<file path="src/rtl/mux32_rr_arbiter_pkg.sv">
// Shared constants and types for the 32-to-1 mux round-robin arbiter.
// Latency: n/a (declarations only).
// Backpressure: n/a.
package mux_arb_pkg;

  // Default geometry of the mux this arbiter sequences.
  localparam int N_REQ_DEF     = 32;
  localparam int SEL_W_DEF     = 5;
  localparam int MAX_BURST_DEF = 4;

  // Beat counter width; wide enough for any burst length of 1..15.
  localparam int BEAT_W = 4;

  // Arbiter FSM: waiting to pick a winner, or serving one.
  typedef enum logic {
    IDLE  = 1'b0,
    GRANT = 1'b1
  } arb_state_t;

endpackage

</file>
<file path="src/rtl/mux32_rr_arbiter_if.sv">
// Handshake bundle between the requester bank, the arbiter and the mux select pins.
// Latency: n/a (wires only).
// Backpressure: out_ready from downstream gates beat acceptance.
interface mux32_rr_arbiter_if #(
  parameter int N_REQ = mux_arb_pkg::N_REQ_DEF,
  parameter int SEL_W = mux_arb_pkg::SEL_W_DEF
) ();

  logic [N_REQ-1:0] req;
  logic             out_ready;
  logic [N_REQ-1:0] grant;
  logic [SEL_W-1:0] sel;
  logic             sel_valid;
  logic             beat_last;

  // Arbiter side: owns grant/select, observes requests and downstream ready.
  modport master (
    input  req,
    input  out_ready,
    output grant,
    output sel,
    output sel_valid,
    output beat_last
  );

  // Requester/downstream side.
  modport slave (
    output req,
    output out_ready,
    input  grant,
    input  sel,
    input  sel_valid,
    input  beat_last
  );

endinterface

</file>
<file path="src/rtl/mux32_rr_arbiter_pick.sv">
// Rotating priority encoder: first set req bit at or above ptr, wrapping to bit 0.
// Latency: purely combinational.
// Backpressure: none; evaluated every cycle.
module rr_priority_pick #(
  parameter int N_REQ = mux_arb_pkg::N_REQ_DEF,
  parameter int SEL_W = mux_arb_pkg::SEL_W_DEF
) (
  input  logic [N_REQ-1:0] req,
  input  logic [SEL_W-1:0] ptr,
  output logic             any_req,
  output logic [SEL_W-1:0] idx
);

  logic [N_REQ-1:0]   upper_mask;
  logic [2*N_REQ-1:0] dbl_req;
  logic [SEL_W-1:0]   pos;

  // Lower half holds only requests at or above ptr, upper half holds all of
  // them, so the lowest set bit of the doubled vector is the wrapped winner.
  // N_REQ is a power of two, so dropping the top position bit folds the
  // upper-half hit back onto its requester index.
  always_comb begin
    upper_mask = {N_REQ{1'b1}} << ptr;
    dbl_req    = {req, req & upper_mask};
    pos        = '0;
    for (int i = 2 * N_REQ - 1; i >= 0; i--) begin
      if (dbl_req[i]) begin
        pos = i[SEL_W-1:0];
      end
    end
  end

  assign any_req = |req;
  assign idx     = pos;

endmodule

</file>
<file path="src/rtl/mux32_rr_arbiter.sv">
// Round-robin arbiter driving the 5-bit select of the 32:1 mux, bursts capped at MAX_BURST beats.
// Latency: grant registered 1 cycle after req seen in IDLE; one IDLE cycle between grants.
// Backpressure: out_ready low stalls the burst indefinitely; grant and beat count hold.
module mux32_rr_arbiter #(
  parameter int N_REQ     = mux_arb_pkg::N_REQ_DEF,
  parameter int SEL_W     = mux_arb_pkg::SEL_W_DEF,
  parameter int MAX_BURST = mux_arb_pkg::MAX_BURST_DEF
) (
  input logic                clk,
  input logic                rst_n,
  mux32_rr_arbiter_if.master bus
);

  import mux_arb_pkg::*;

  localparam logic [BEAT_W-1:0] LAST_BEAT = BEAT_W'(MAX_BURST - 1);
  localparam logic [SEL_W-1:0]  TOP_IDX   = SEL_W'(N_REQ - 1);
  localparam logic [N_REQ-1:0]  ONE_HOT0  = {{(N_REQ - 1){1'b0}}, 1'b1};

  arb_state_t        state;
  logic [SEL_W-1:0]  ptr;
  logic [BEAT_W-1:0] beat_cnt;

  logic              any_req;
  logic [SEL_W-1:0]  pick_idx;
  logic              cur_req;
  logic              accept;
  logic              at_last;
  logic              rel_now;
  logic [SEL_W-1:0]  next_ptr;

  rr_priority_pick #(
    .N_REQ (N_REQ),
    .SEL_W (SEL_W)
  ) u_pick (
    .req     (bus.req),
    .ptr     (ptr),
    .any_req (any_req),
    .idx     (pick_idx)
  );

  // Beat acceptance and release qualifiers for the grant currently held.
  // A dropped request and a final beat in the same cycle are one release.
  always_comb begin
    cur_req  = bus.req[bus.sel];
    accept   = bus.sel_valid & bus.out_ready & cur_req;
    at_last  = (beat_cnt == LAST_BEAT);
    rel_now  = bus.sel_valid & (~cur_req | (accept & at_last));
    next_ptr = (bus.sel == TOP_IDX) ? '0 : bus.sel + 1'b1;
  end

  // Only a beat actually accepted can end the grant; a dropped request
  // releases silently. Gated by sel_valid through accept, so low in reset.
  assign bus.beat_last = accept & at_last;

  // Arbitration FSM with registered grant/select outputs.
  always_ff @(posedge clk or negedge rst_n) begin
    if (!rst_n) begin
      state         <= IDLE;
      bus.grant     <= '0;
      bus.sel       <= '0;
      bus.sel_valid <= 1'b0;
      ptr           <= '0;
      beat_cnt      <= '0;
    end else begin
      case (state)
        IDLE: begin
          if (any_req) begin
            state         <= GRANT;
            bus.sel       <= pick_idx;
            bus.grant     <= ONE_HOT0 << pick_idx;
            bus.sel_valid <= 1'b1;
            beat_cnt      <= '0;
          end
        end
        GRANT: begin
          if (rel_now) begin
            // sel is left at the old winner so the mux stays put while idle;
            // the pointer moves past it even if it forfeited its burst.
            state         <= IDLE;
            bus.grant     <= '0;
            bus.sel_valid <= 1'b0;
            ptr           <= next_ptr;
          end else if (accept) begin
            beat_cnt <= beat_cnt + 1'b1;
          end
        end
        default: begin
          state         <= IDLE;
          bus.grant     <= '0;
          bus.sel_valid <= 1'b0;
        end
      endcase
    end
  end

endmodule

</file>
<file path="src/flat_wrapper.sv">
// flat-port wrapper written by rule: the top's interface ports become plain ports
module mux32_rr_arbiter_flat import mux_arb_pkg::*;
#(
  parameter int N_REQ     = mux_arb_pkg::N_REQ_DEF,
  parameter int SEL_W     = mux_arb_pkg::SEL_W_DEF,
  parameter int MAX_BURST = mux_arb_pkg::MAX_BURST_DEF
)
  (clk, rst_n, bus_req, bus_out_ready, bus_grant, bus_sel, bus_sel_valid, bus_beat_last);
  mux32_rr_arbiter_if #(.N_REQ(N_REQ), .SEL_W(SEL_W)) bus_i ();
  input logic clk;
  input logic rst_n;
  input wire logic [$bits(bus_i.req)-1:0] bus_req;
  input wire logic [$bits(bus_i.out_ready)-1:0] bus_out_ready;
  output wire logic [$bits(bus_i.grant)-1:0] bus_grant;
  output wire logic [$bits(bus_i.sel)-1:0] bus_sel;
  output wire logic [$bits(bus_i.sel_valid)-1:0] bus_sel_valid;
  output wire logic [$bits(bus_i.beat_last)-1:0] bus_beat_last;
  assign bus_i.req = bus_req;
  assign bus_i.out_ready = bus_out_ready;
  assign bus_grant = bus_i.grant;
  assign bus_sel = bus_i.sel;
  assign bus_sel_valid = bus_i.sel_valid;
  assign bus_beat_last = bus_i.beat_last;
  mux32_rr_arbiter #(.N_REQ(N_REQ), .SEL_W(SEL_W), .MAX_BURST(MAX_BURST)) u_core (.clk(clk), .rst_n(rst_n), .bus(bus_i));
endmodule
</file>
<file path="config.mk">
export PLATFORM = sky130hd
export DESIGN_NAME = mux32_rr_arbiter_flat
export DESIGN_NICKNAME = d
export VERILOG_FILES = /design/src/rtl/mux32_rr_arbiter_pkg.sv /design/src/rtl/mux32_rr_arbiter_if.sv /design/src/rtl/mux32_rr_arbiter_pick.sv /design/src/rtl/mux32_rr_arbiter.sv /design/src/flat_wrapper.sv
export SDC_FILE = /design/constraint.sdc
export NUM_CORES = 1
export LEC_CHECK = 0
export ABC_AREA = 1
export ABC_CLOCK_PERIOD_IN_PS = 4650
export CORE_MARGIN = 8
export CORE_UTILIZATION = 45
export CTS_CLUSTER_SIZE = 8
export DETAILED_ROUTE_END_ITERATION = 10
export GPL_TIMING_DRIVEN = 0
export PLACE_DENSITY = 0.8
export SYNTH_ARGS = -nofsm -noshare
export SYNTH_HDL_FRONTEND = slang
export SYNTH_HIERARCHICAL = 1
export SYNTH_SLANG_ARGS = --single-unit
export TNS_END_PERCENT = 30
</file>
<file path="constraint.sdc">
create_clock -name clk -period 4.65 [get_ports clk]
set_input_delay 0.93 -clock clk [delete_from_list [all_inputs] [get_ports clk]]
set_output_delay 0.93 -clock clk [all_outputs]
set_load 0.05 [all_outputs]
</file>
==> parameters.txt, run 1 <==
Parameter                              Value

Placed design
  Routability congestion estimate ... 0.941
  HPWL after detailed placement ... 10200 um
  Total of buffers placed on input and output ports ... 73
  Cell Area, Placed ... 4650 um2

Setup path
  Source of the worst register-to-register timing path ... u_core/ptr[3]
  Start-to-end type of the worst setup path ... in -> reg
  Number of cells traversed by the worst register-to-register path ... 18
  Type of element capturing the critical path ... flop
  R2R Path End ... u_core/bus.grant[20]
  Crit path buf inv count ... 3
  CP Launch Type ... input port
  R2R setup slack ... 0.98 ns
  Data arrival, critical path ... about 4.5 ns
  Kind of cell adding the most delay to the critical path ... simple AND/OR/NAND/NOR gates
  Endpoint required time on the critical path ... about 4.9 ns
  Most common cell type on the critical path ... nand2_1
  Crit-path slowest cell ... clkdlybuf4s50_1
  Max stage delay on crit path ... 0.53 ns
  Worst Path Max Fanout ... 5

Clock tree
  CTS Root Cell ... clkbuf_8
  TritonCTS clock tree ... built
  Count of H-tree levels built during CTS ... 2
  Clock input transition at the sequential cells of the worst setup and hold paths ... 0.09 ns
  CTS Buf Count ... 5
  Buffers inserted during post-CTS setup optimization ... 0
  Worst-skew pair later-pin latency ... 0.31 ns
  Post-cts repair resize count ... 0
  Number of buffers inserted by hold repair at cts ... 0
  Bufs on Longest Clock Path ... 2
  Count of clock tree sinks ... 48

Timing
  Slew at the pin with the worst max-slew slack ... about 0.73 ns
  Period Utilization, post-route ... 0.912
  Final Max Tran Viols ... 0
  Setup skew after layout ... 0.00410 ns
  Total Negative Setup Slacks ... 0 ns
  Min cycle time layout ... 4.24 ns
  Unrepaired setup endpoints after global routing ... false
  Final count of negative-setup-slack endpoints ... 0
  Final count of hold timing violations ... 0
  Maximum clock frequency ... 236 MHz
  Relative slew slack ... 0.512

Drt
  Drt initial violations ... around 350
  Post-route ant nets ... 0
  DRC violation count after routing ... 0
  Aggregate routed wire length ... 12900 um
  Vias after detailed routing ... 4311
  Detail-routed via count per cell ... 5.40
  Number of iterations in the first detailed-routing pass ... 5
  Per-cell routed wire length ... 16.2 um

Final layout
  Layout cell share with drive strength beyond 1 ... 0.0722
  Syn-to-layout area delta ... 26.8%
  Number of diodes added for antenna fixing ... 0
  NumNets Final ... 730
  Number of fill cells in the layout ... 820
  Final cell area excluding filler cells ... about 4800 um2
  Layout Utilization ... 0.586

Global routing
  Overflow left after global routing ... 0
  All-layer global routing usage ... 0.223
  Number of global-route vias before repair ... 4049
  Number of antenna violations at the first check in global routing ... 0
  Pin count of the biggest net entering global routing ... 40
  Global-route wire length before repair ... 20500 um

Run status
  Status ... completed

Pwr
  Leakage dissipation ... 0.00259 uW
  Power density cells ... 174 nW/um2
  Worst voltage drop across the vdd grid ... 0.138 mV

Floorplan
  Top-level I/O count ... 74
  Die area ... 11600 um2
  # rows ... 33
  Placeable core area ... 8180 um2
  Horizontal extent of the die ... 108 um
  Chip height ... 108 um
  Initial standard-cell utilization of the core ... 0.462

Min path
  Hold Crit Class ... in -> async

Synth
  Synthesized area divided by synthesized cell count ... 6.18 um2
  FF+latch count, synth ... 48
  Net count after synthesis ... about 650
  Synth warn ... 6
  Number of distinct library cells after synthesis ... 39
  Fraction of the yosys area taken by sequential cells ... 0.318
  Synthesized instance count ... 611
  Total standard cell area after synthesis ... 3780 um2

Job
  Max_cap viols ... 0
synthesized netlist by cell type:
master	number	share of area
clkbuf_1	5	0.0050
nand4_1	8	0.013
o21bai_1	1	0.0020
nand3_2	2	0.0053
nand2_4	1	0.0030
o31a_1	1	0.0023
xor2_1	1	0.0023
a211oi_1	2	0.0040
nor3b_1	2	0.0040
a31oi_1	4	0.0066
a311oi_1	1	0.0023
inv_6	1	0.0023
inv_1	67	0.067
bufinv_8	5	0.023
o211a_1	1	0.0027
nor2_1	64	0.064
o21ai_2	1	0.0023
nor4_1	4	0.0066
buf_2	5	0.0066
a21oi_1	19	0.025
o41ai_1	1	0.0023
nand2_1	235	0.23
o211ai_1	1	0.0020
o21ai_1	5	0.0066
nand2_2	2	0.0033
o31ai_1	2	0.0040
or2_2	1	0.0017
nand3_1	71	0.094
buf_8	1	0.0040
buf_6	6	0.018
dfrtp_1	48	0.32
o21ai_0	14	0.019
nor3_1	14	0.019
nor2_2	1	0.0017
a311o_1	1	0.0027
a21boi_0	2	0.0040
ha_1	3	0.0099
inv_2	6	0.0060
clkinv_1	2	0.0020
layout make-up:
class / count / area [um2] / area share
plain buffers: 17 / 126 / 0.0264
clock buffers: 6 / 82.6 / 0.0173
clock inverters: 2 / 13.8 / 0.00288
inverters: 81 / 378 / 0.0789
multi-input cells: 465 / 2090 / 0.436
flip-flops and latches: 48 / 1200 / 0.251
well taps: 105 / 131 / 0.0274
repair buffers: 74 / 766 / 0.160
kinds of logic (layout without fill, tap and decap cells):
logic type | Yosys count | count (layout) | synth area share
DFF | 48 | 48 | 0.318
and+or+nand+nor | 405 | 405 | 0.449
AOI/OAI and AO/OA | 56 | 56 | 0.0875
xor gates and xnor gates | 1 | 1 | 0.00232
buffers and inverters | 98 | 180 | 0.134
adders and majority gates | 3 | 3 | 0.00994
cells in the final DEF, fill, tap and decap left out, types with 2 or more instances in the layout:
cell type	instances
clkdlybuf4s50_1	64
dlymetal6s2s_1	8
bufinv_8	5
a31oi_1	4
nor2_2	7
inv_2	7
o31ai_1	2
a211oi_1	2
buf_2	6
nand3_1	71
nor3b_1	2
dfrtp_1	48
clkinv_1	2
nand4_1	8
a21boi_0	2
clkbuf_1	5
nand3_2	2
nor4_1	4
nand2_1	234
ha_1	3
nand2_2	3
o21ai_0	14
nor3_1	14
buf_6	6
o21ai_1	5
nor2_1	58
inv_6	2
inv_1	66
clkbuf_8	6
a21oi_1	19
metal layers:
| metal | share of wire | wire (um) | vias up | track usage |
|---|---|---|---|---|
| li1 | - | - | 2104 | - |
| met1 | 0.44 | 5650 | 1987 | 0.298 |
| met2 | 0.45 | 5880 | 201 | 0.353 |
| met3 | 0.095 | 1230 | 19 | 0.0527 |
| met4 | 0.013 | 174 | 0 | 0.0525 |
| met5 | 0 | 0 | - | 0 |
state kept, by name, indices dropped and copies added, names as in the netlist:
register              count
u_core/bus.grant         32
u_core/state              1
u_core/ptr                5
u_core/bus.sel            5
u_core/beat_cnt           4
u_core/bus.sel_valid      1
how the worst max path moves through the flow:
stage / start / to / slack, ns / depth (start not counted)
finish: bus_req[22] / u_core/bus.grant[26] / 0.41 / 47
global route: bus_req[22] / u_core/bus.grant[30] / 0.01 / 47
CTS: bus_req[30] / u_core/bus.grant[30] / 0.09 / 55
detailed placement: bus_req[30] / u_core/bus.grant[14] / -0.21 / 55
global placement: bus_req[30] / u_core/bus.grant[20] / -0.17 / 55
floorplan: bus_req[30] / u_core/bus.grant[6] / 1.10 / 54
stage by stage:
stage               setup WS (ns)  hold WS, ns  cells  total power, uW
floorplan                    1.10        0.468    611              500
global placement           -0.170        0.486    789              565
detailed placement         -0.209        0.488    790              567
CTS                        0.0878        0.484    798              833
global route               0.0116        0.492    798              865
finish                      0.408        0.477    798              831
report_power, final:
| group | internal, uW | switching (uW) | total, uW |
|---|---|---|---|
| registers | 417 | 0 | 417 |
| clock network | 122 | 148 | 269 |
| logic | 61.5 | 83.5 | 145 |
| total | 600 | 231 | 831 |
Note: power is estimated with default switching activity, not from simulation.
==> run 2, diff against run 1 <==
CELL_PAD_IN_SITES_DETAIL_PLACEMENT = 0   (was not set)
CELL_PAD_IN_SITES_GLOBAL_PLACEMENT = 1   (was not set)
CORE_UTILIZATION = 33   (was 45)
PLACE_DENSITY = 0.84   (was 0.8)
==> parameters.txt, run 2 (synthesis results as in run 1) <==
Parameter                              Value

Global routing
  Pin count of the biggest net entering global routing ... 40 (unchanged)
  Global-route wire length before repair ... 21800 um (was 20500 um)
  Overflow left after global routing ... 0 (unchanged)
  Number of antenna violations at the first check in global routing ... 0 (unchanged)
  Number of global-route vias before repair ... 4075 (was 4049)
  All-layer global routing usage ... 0.183 (was 0.223)

Final layout
  Area taken by multi-input logic gates ... 2210 um2 (was 2090 um2)
  Commonest cells after routing, fill and taps aside ... nand2_1, inv_1, clkdlybuf4s50_1, nand3_1 (was nand2_1, nand3_1, inv_1)
  Footprint of the flip-flops and latches ... 1200 um2 (unchanged)
  Commonest non-fill, non-tap cell in the layout ... nand2_1 (unchanged)
  Number of diodes added for antenna fixing ... 0 (unchanged)
  Register with the highest flop count ... u_core/bus.grant (unchanged)
  Layout cell share with drive strength beyond 1 ... 0.0968 (was 0.0722)
  Final Non-Filler Cells ... 835 (was 798)
  Largest register FFs ... 32 (unchanged)
  Number of fill cells in the layout ... 1184 (was 820)
  Top Registers ... u_core/bus.grant: 32 flops, u_core/bus.sel: 5 flops, u_core/ptr: 5 flops (unchanged)
  Syn-to-layout area delta ... 32.6% (was 26.8%)
  NumNets Final ... 730 (unchanged)

Min path
  Hold Crit Class ... reg -> reg (was in -> async)

Floorplan
  Placeable core area ... 11300 um2 (was 8180 um2)
  Chip height ... 123 um (was 108 um)
  # rows ... 39 (was 33)
  Initial standard-cell utilization of the core ... 0.335 (was 0.462)
  Top-level I/O count ... 74 (unchanged)
  Horizontal extent of the die ... 123 um (was 108 um)
  Die area ... 15100 um2 (was 11600 um2)

Timing
  Worst Hold Slack ... 0.498 ns (was 0.477 ns)
  Period Utilization, post-route ... 0.927 (was 0.912)
  Maximum clock frequency ... 232 MHz (was 236 MHz)
  Final count of negative-setup-slack endpoints ... 0 (unchanged)
  Slew at the pin with the worst max-slew slack ... 0.851 ns (was 0.728 ns)
  Final worst setup slack ... 0.338 ns (was 0.408 ns)
  Final Max Tran Viols ... 0 (unchanged)
  Relative slew slack ... 0.430 (was 0.512)
  Setup skew after layout ... 0.00612 ns (was 0.00410 ns)
  Total Negative Setup Slacks ... 0 ns (unchanged)
  Min cycle time layout ... 4.31 ns (was 4.24 ns)
  Final count of hold timing violations ... 0 (unchanged)

Clock tree
  Worst-skew pair later-pin latency ... 0.28 ns (was 0.31 ns)
  Buffers inserted during post-CTS setup optimization ... 0 (unchanged)
  TritonCTS clock tree ... built (unchanged)
  CTS Buf Count ... 5 (unchanged)
  Post-cts repair resize count ... 0 (unchanged)
  Clock input transition at the sequential cells of the worst setup and hold paths ... 0.06 ns (was 0.09 ns)
  CTS Root Cell ... clkbuf_16 (was clkbuf_8)
  Number of buffers inserted by hold repair at cts ... 0 (unchanged)
  Bufs on Longest Clock Path ... 2 (unchanged)
  Count of clock tree sinks ... 48 (unchanged)
  Count of H-tree levels built during CTS ... 2 (unchanged)

Placed design
  Placement-stage worst setup slack ... -0.204 ns (was -0.209 ns)
  DP Cell Count ... 828 (was 790)
  Routability congestion estimate ... 0.997 (was 0.941)
  Total of buffers placed on input and output ports ... 73 (unchanged)
  HPWL after detailed placement ... 10900 um (was 10200 um)

Setup path
  R2R Path End ... u_core/bus.grant[9] (was u_core/bus.grant[20])
  Capture point of the worst path ... u_core/bus.grant[17] (was u_core/bus.grant[26])
  Endpoint required time on the critical path ... 4.82 ns (was 4.90 ns)
  Source of the worst register-to-register timing path ... u_core/ptr[4] (was u_core/ptr[3])
  R2R setup slack ... 0.93 ns (was 0.98 ns)
  Number of cells traversed by the worst register-to-register path ... 13 (was 18)
  Data arrival, critical path ... 4.49 ns (about the same)
  Start-to-end type of the worst setup path ... in -> reg (unchanged)
  Type of element capturing the critical path ... flop (unchanged)
  CP Launch Type ... input port (unchanged)
  Worst Path Max Fanout ... 5 (unchanged)
  Worst setup path startpoint ... bus_req[24] (was bus_req[22])

Pwr
  Total Power ... 933 uW (was 831 uW)
  Worst voltage drop across the vdd grid ... 0.167 mV (was 0.138 mV)
  Power density cells ... 186 nW/um2 (was 174 nW/um2)
  Leakage dissipation ... 0.00261 uW (was 0.00259 uW)

Drt
  Post-route ant nets ... 0 (unchanged)
  Per-cell routed wire length ... 16.4 um (was 16.2 um)
  Number of iterations in the first detailed-routing pass ... 5 (unchanged)
  Aggregate routed wire length ... 13700 um (was 12900 um)
  Vias after detailed routing ... 4215 (was 4311)
  DRC violation count after routing ... 0 (unchanged)
  Drt initial violations ... 292 (was 345)
  Detail-routed via count per cell ... 5.05 (was 5.40)

Job
  Max_cap viols ... 0 (unchanged)

Run status
  Status ... completed (unchanged)
## run 2: cell count changes in the layout (fill, tap and decap cells not counted), sizes merged
cell and change:
clkdlybuf4s50 +1, inv -1, dlymetal6s2s -1
## run 2: per-stage QoR
step           utilization  area [um2]
6_report             0.444        5010
5_1_grt              0.444        5010
4_1_cts              0.430        4850
3_5_place_dp         0.417        4700
3_3_place_gp         0.416        4690
2_1_floorplan            -        3780
## run 2: worst min-delay path by stage
| stage | depth (start not counted) | slack, ns | to | start |
|---|---|---|---|---|
| 2_1_floorplan | 2 | 0.47 | u_core/beat_cnt[1] | u_core/beat_cnt[1] |
| 3_5_place_dp | 2 | 0.49 | u_core/bus.grant[19] | u_core/bus.grant[19] |
| 3_3_place_gp | 2 | 0.49 | u_core/bus.grant[15] | u_core/bus.grant[15] |
| 6_report | 2 | 0.50 | u_core/bus.grant[11] | u_core/bus.grant[11] |
| 5_1_grt | 1 | 0.53 | u_core/beat_cnt[3] | rst_n |
| 4_1_cts | 2 | 0.50 | u_core/bus.grant[11] | u_core/bus.grant[11] |
## run 2: final cells by class
class                   count  share of cell area
repair buffers             74               0.152
inverters                  81              0.0764
clock buffers               6              0.0277
clock inverters             1             0.00175
flip-flops and latches     48               0.240
well taps                 143              0.0357
multi-input cells         465               0.441
plain buffers              17              0.0252
## run 2: worst max-delay path, cell delays in order
cell and delay (ns):
clkdlybuf4s50_1 0.49, o31ai_1 0.27, o21ai_1 0.10, nand2_1 0.07, nand2_1 0.05, nand2_1 0.05, nand2_1 0.05, nand2_1 0.06
nand2_1 0.07, nand2_1 0.06, nand2_1 0.05, nand2_1 0.06, nand2_1 0.13, nand2_1 0.09, a21oi_1 0.06, o21ai_1 0.16
a31oi_1 0.13, o21ai_1 0.21, a21oi_1 0.10, o21ai_1 0.13, nand2_1 0.10, a211oi_4 0.40, inv_1 0.23, nand3_1 0.18
nor2_2 0.07, nand2_1 0.10, nand2_1 0.06
## run 2: where the power goes
part           total (uW)  internal, uW  switching, uW
Combinational         154          63.9           90.3
Clock                 362           212            150
Sequential            417           417              0
Total                 933           693            240
## run 2: per-layer routing
layer  part of all wire  vias to the layer above  GRT usage
met4             0.0097                        0     0.0324
met3              0.064                       12     0.0352
li1                   -                     2106          -
met2               0.47                      136      0.301
met1               0.46                     1961      0.246
met5                  0                        -          0
==> run 3, diff against run 2 <==
CORE_ASPECT_RATIO = 1.2   (was not set)
CORE_UTILIZATION = 40   (was 33)
CTS_BUF_LIST = sky130_fd_sc_hd__clkbuf_8   (was not set)
PLACE_DENSITY = 0.95   (was 0.84)
==> parameters.txt, run 3 (synthesis results as in run 1) <==
Parameter                              Value

Floorplan
  Placeable core area ... 9370 um2 (was 11300 um2)
  Horizontal extent of the die ... 105 um (was 123 um)
  Top-level I/O count ... 74 (unchanged)
  Chip height ... 122 um (was 123 um)
  # rows ... 39 (unchanged)
  Die area ... 12800 um2 (was 15100 um2)
  Initial standard-cell utilization of the core ... 0.403 (was 0.335)

Pwr
  Worst voltage drop across the vdd grid ... 0.233 mV (was 0.167 mV)
  Power density cells ... 170 nW/um2 (was 186 nW/um2)
  Leakage dissipation ... 0.00260 uW (was 0.00261 uW)

Timing
  Setup skew after layout ... 0.00465 ns (was 0.00612 ns)
  Slew at the pin with the worst max-slew slack ... 0.759 ns (was 0.851 ns)
  Final count of negative-setup-slack endpoints ... 0 (unchanged)
  Relative slew slack ... 0.492 (was 0.430)
  Period Utilization, post-route ... 0.902 (was 0.927)
  Final count of hold timing violations ... 0 (unchanged)
  Final Max Tran Viols ... 0 (unchanged)
  Worst Hold Slack ... 0.504 ns (was 0.498 ns)
  Min cycle time layout ... 4.19 ns (was 4.31 ns)
  Maximum clock frequency ... 238 MHz (was 232 MHz)

Final layout
  Syn-to-layout area delta ... 29.2% (was 32.6%)
  NumNets Final ... 732 (was 730)
  Top Registers ... u_core/bus.grant: 32 flops, u_core/bus.sel: 5 flops, u_core/ptr: 5 flops (unchanged)
  Layout Utilization ... 0.521 (was 0.444)
  Commonest cells after routing, fill and taps aside ... nand2_1, inv_1, nand3_1 (was nand2_1, inv_1, clkdlybuf4s50_1, nand3_1)
  Largest register FFs ... 32 (unchanged)
  Register with the highest flop count ... u_core/bus.grant (unchanged)
  Layout cell share with drive strength beyond 1 ... 0.0878 (was 0.0968)
  Commonest non-fill, non-tap cell in the layout ... nand2_1 (unchanged)
  Number of diodes added for antenna fixing ... 0 (unchanged)
  Final Non-Filler Cells ... 818 (was 835)

Setup path
  Endpoint required time on the critical path ... 4.89 ns (was 4.82 ns)
  Worst Path Max Fanout ... 5 (unchanged)
  R2R Path End ... u_core/bus.grant[15] (was u_core/bus.grant[9])
  Start-to-end type of the worst setup path ... in -> reg (unchanged)
  Number of cells traversed by the worst register-to-register path ... 13 (unchanged)
  Worst setup path startpoint ... bus_req[23] (was bus_req[24])
  Data arrival, critical path ... 4.43 ns (was 4.49 ns)
  Max stage delay on crit path ... 0.43 ns (was 0.49 ns)
  Crit-path slowest cell ... clkdlybuf4s50_1 (unchanged)
  Most common cell type on the critical path ... nand2_1 (unchanged)
  R2R setup slack ... 1.29 ns (was 0.93 ns)
  CP Launch Type ... input port (unchanged)
  Capture point of the worst path ... u_core/bus.grant[4] (was u_core/bus.grant[17])
  Source of the worst register-to-register timing path ... u_core/ptr[4] (unchanged)
  Type of element capturing the critical path ... flop (unchanged)

Run status
  Status ... completed (unchanged)

Clock tree
  Clock input transition at the sequential cells of the worst setup and hold paths ... 0.08 ns (was 0.06 ns)
  Count of H-tree levels built during CTS ... 2 (unchanged)
  CTS Root Cell ... clkbuf_8 (was clkbuf_16)
  Worst-skew pair later-pin latency ... 0.30 ns (was 0.28 ns)
  CTS Buf Count ... 5 (unchanged)
  Bufs on Longest Clock Path ... 2 (unchanged)
  Count of clock tree sinks ... 48 (unchanged)
  TritonCTS clock tree ... built (unchanged)
  Number of buffers inserted by hold repair at cts ... 0 (unchanged)

Drt
  Post-route ant nets ... 0 (unchanged)
  Detail-routed via count per cell ... 5.26 (was 5.05)
  DRC violation count after routing ... 0 (unchanged)
  Drt initial violations ... 240 (was 292)
  Number of iterations in the first detailed-routing pass ... 7 (was 5)
  Aggregate routed wire length ... 13900 um (was 13700 um)
  Vias after detailed routing ... 4299 (was 4215)
  Per-cell routed wire length ... 17.0 um (was 16.4 um)

Placed design
  DP Cell Count ... 808 (was 828)
  HPWL after detailed placement ... 11100 um (was 10900 um)
  Total of buffers placed on input and output ports ... 73 (unchanged)
  Routability congestion estimate ... 0.905 (was 0.997)

Min path
  Hold path depth ... 2 (unchanged)
  Hold Crit Class ... reg -> reg (unchanged)

Global routing
  Overflow left after global routing ... 0 (unchanged)
  Number of global-route vias before repair ... 4109 (was 4075)
  All-layer global routing usage ... 0.214 (was 0.183)
  Pin count of the biggest net entering global routing ... 30 (was 40)
  Number of antenna violations at the first check in global routing ... 0 (unchanged)
  Global-route wire length before repair ... 21800 um (about the same)

Job
  Max_cap viols ... 0 (unchanged)
==> run 3: changes by cell type in the layout (fill, tap and decap cells not counted), sizes merged <==
cell,before,now
clkinv,3,1
dlymetal6s2s,7,8
clkdlybuf4s50,65,64
buf,14,16
inv,74,77
==> run 3: power by group <==
group | switching [uW] | leakage, uW | internal [uW]
sequential | 0 | 0.000661 | 417
clock | 137 | 0.0000538 | 117
combinational | 94.0 | 0.00189 | 64.1
==> run 3: per-stage QoR <==
step                      worst slack, ns  setup TNS [ns]  power (uW)  instance area (um2)
after floorplan                      1.10               0         500                 3780
after global placement             -0.278           -5.39         574                 4660
after detailed placement           -0.330           -6.43         576                 4680
after CTS                          0.0223               0         829                 4770
after global routing             -0.00938         -0.0232         869                 4880
final                               0.456               0         830                 4880
==> run 3: critical path, delay by kind of cell <==
kind | cells | cell delay (ns)
and+or+nand+nor | 45 | 2.76
buffers and inverters | 3 | 0.74
==> run 3: metal layers <==
metal / global-route usage / routed length [um] / up-vias
li1: - / - / 2112
met1: 0.258 / 5860 / 1984
met2: 0.369 / 6680 / 174
met3: 0.0336 / 867 / 29
met4: 0.102 / 539 / 0
met5: 0 / 0 / -
==> run 3: final cells by class <==
type	count	area (um2)
clock buffers	6	82.6
flip-flops and latches	48	1200
multi-input cells	465	2150
inverters	81	380
plain buffers	17	126
clock inverters	2	7.51
repair buffers	76	781
fillers	998	4490
well taps	123	154
==> run 3: how the worst min path moves through the flow <==
stage | startpoint | endpoint | slack (ns)
final | u_core/bus.grant[4] | u_core/bus.grant[4] | 0.50
after global routing | u_core/bus.grant[27] | u_core/bus.grant[27] | 0.53
after CTS | u_core/bus.grant[27] | u_core/bus.grant[27] | 0.51
after detailed placement | u_core/bus.grant[31] | u_core/bus.grant[31] | 0.49
after global placement | u_core/bus.grant[7] | u_core/bus.grant[7] | 0.48
after floorplan | u_core/beat_cnt[1] | u_core/beat_cnt[1] | 0.47
==> run 3: repair_timing <==
action	CTS	global route
buffers inserted	0	2
gates resized for setup	2	29
setup endpoints to repair	8	33
pin swaps	1	4
==> RTL edit, RTL diff (flow settings as in run 2) <==
Reset style: synchronous (`rst_n`), changed in one clocked block.
--- a/src/rtl/mux32_rr_arbiter.sv
+++ b/src/rtl/mux32_rr_arbiter.sv
@@ -54,7 +54,7 @@
   assign bus.beat_last = accept & at_last;
 
   // Arbitration FSM with registered grant/select outputs.
-  always_ff @(posedge clk or negedge rst_n) begin
+  always_ff @(posedge clk) begin
     if (!rst_n) begin
       state         <= IDLE;
       bus.grant     <= '0;
Check against the original RTL: differs if rst_n is asserted again (counterexample within 4 cycles, from zero or initial values and one cycle with rst_n low); with rst_n held inactive, the same outputs for 4 cycles.
==> RTL edit against run 2 <==
- worst setup slack gained 0.14 ns
- critical path type unchanged
- die area shrank 0.72%
- wire length shrank 2.9%
- final area shrank 1.8%
- sequential cell count is the same
- area after synthesis shrank 0.83%
Power is not compared: it rests on default switching activity, and its combinational part moved more than twofold at a synthesized area within 25%.
==> RTL edit: results <==
[timing]
final.min_clock_period_ns = 4.17
skew_ns = 0.00643
whs_ns = 0.470

[placement]
place_inst = 840
routabilityCongestion = 0.982
postPlaceCellArea_sq_um = 4650
dp_hpwl_mm = 10.7
pre_cts_ws_ns = -0.325

[drt]
drt_wl_total_mm = 13.3
vias = 4309
route.met2.wl_mm = 6.08
drt_first_iter_violations = 269
met3WireLength_um = 953
drt-met1-wl_mm = 5.95

[setup_path]
critPathArrivalTime_ns = 4.32
cp-startpoint = bus_req[21]
crit_end = u_core/bus.grant[21]
reg2reg_from = u_core/ptr[4]
rrSetupSlack_ns = 1.10
worstReg2RegEnd = u_core/bus.grant[9]

[synthesis]
ys_seq_area_frac = 0.257
synth_fa_ha_area_frac = 0.0100
syn-num-nets = 662
ys_async_sr_fraction = 0
synthFlopType = dfxtp_1
yosys.area_share.xor_xnor = 0
synth.avg_cell_area_sq_um = 6.00
synthTopCellsByArea = dfxtp_1 (26%), nand2_1 (17%), nand3_1 (9.8%)
synth_commonest_cells = nand2_1 (174), nor2_1 (77), nand3_1 (73)
synth_compound_area_frac = 0.147

[grt]
grt_use_met2 = 0.283
grtUsageTotal = 0.176
grt_util_met3 = 0.0359
grt_pass1_vias = 4122
grt_max_degree = 15
grt_use_met1 = 0.231
grt_pass1_wl_mm = 21.1

[final_layout]
drive_above_1_share = 0.133
fin_cells = 849
fillerInstances = 1186
finalNetCount = 743

[clocking]
cts.repair.resized = 3

[outcome]
status = finished, final reports clean

[worst_hold_path]
holdPathEnd = u_core/bus.grant[21]
RTL edit: cell count changes after synthesis, sizes merged, moves of 2 or more:
cell / run 2 / this run
o21ai: 20 / 22
clkinv: 2 / 4
a21oi: 19 / 50
nand3: 73 / 82
nand3b: 0 / 2
dfxtp: 0 / 48
nand2: 238 / 181
or2: 1 / 3
clkbuf: 5 / 10
nor2: 65 / 80
dfrtp: 48 / 0
buf: 12 / 14
RTL edit: critical path, stage by stage:
cell	delay, ns
clkdlybuf4s50_1	0.50
nor2_1	0.17
o21ai_1	0.11
nand2_1	0.07
nand2_1	0.06
nand2_1	0.06
nand2_1	0.05
nand2_1	0.05
nand2_1	0.05
nand2_1	0.05
nand2_1	0.06
nand2_1	0.06
nand2_1	0.08
nand2_1	0.07
a21oi_1	0.06
o21ai_1	0.14
a31oi_1	0.13
o21ai_1	0.16
a21oi_1	0.08
o21ai_1	0.13
nand2_1	0.08
a211oi_2	0.50
inv_1	0.24
nand3_1	0.17
nor2_1	0.08
nand2_1	0.13
a21oi_2	0.06
RTL edit: where the power goes:
part | leakage, nW | switching [W] | total [W] | internal [W]
Clock | 0.0701 | 0.000149 | 0.000363 | 0.000214
Combinational | 1.68 | 0.000322 | 0.000493 | 0.000171
Sequential | 0.390 | 0.0000217 | 0.000453 | 0.000431
RTL edit: final cells by class:
| type | instances | area, sq um | area share |
|---|---|---|---|
| clock inverter | 1 | 7.51 | 0.00153 |
| buffer | 24 | 168 | 0.0341 |
| multi-input combinational | 470 | 2340 | 0.476 |
| inverter | 82 | 379 | 0.0771 |
| clock buffer | 7 | 143 | 0.0290 |
| tap | 143 | 179 | 0.0364 |
| timing repair buffer | 74 | 741 | 0.151 |
| sequential | 48 | 961 | 0.195 |
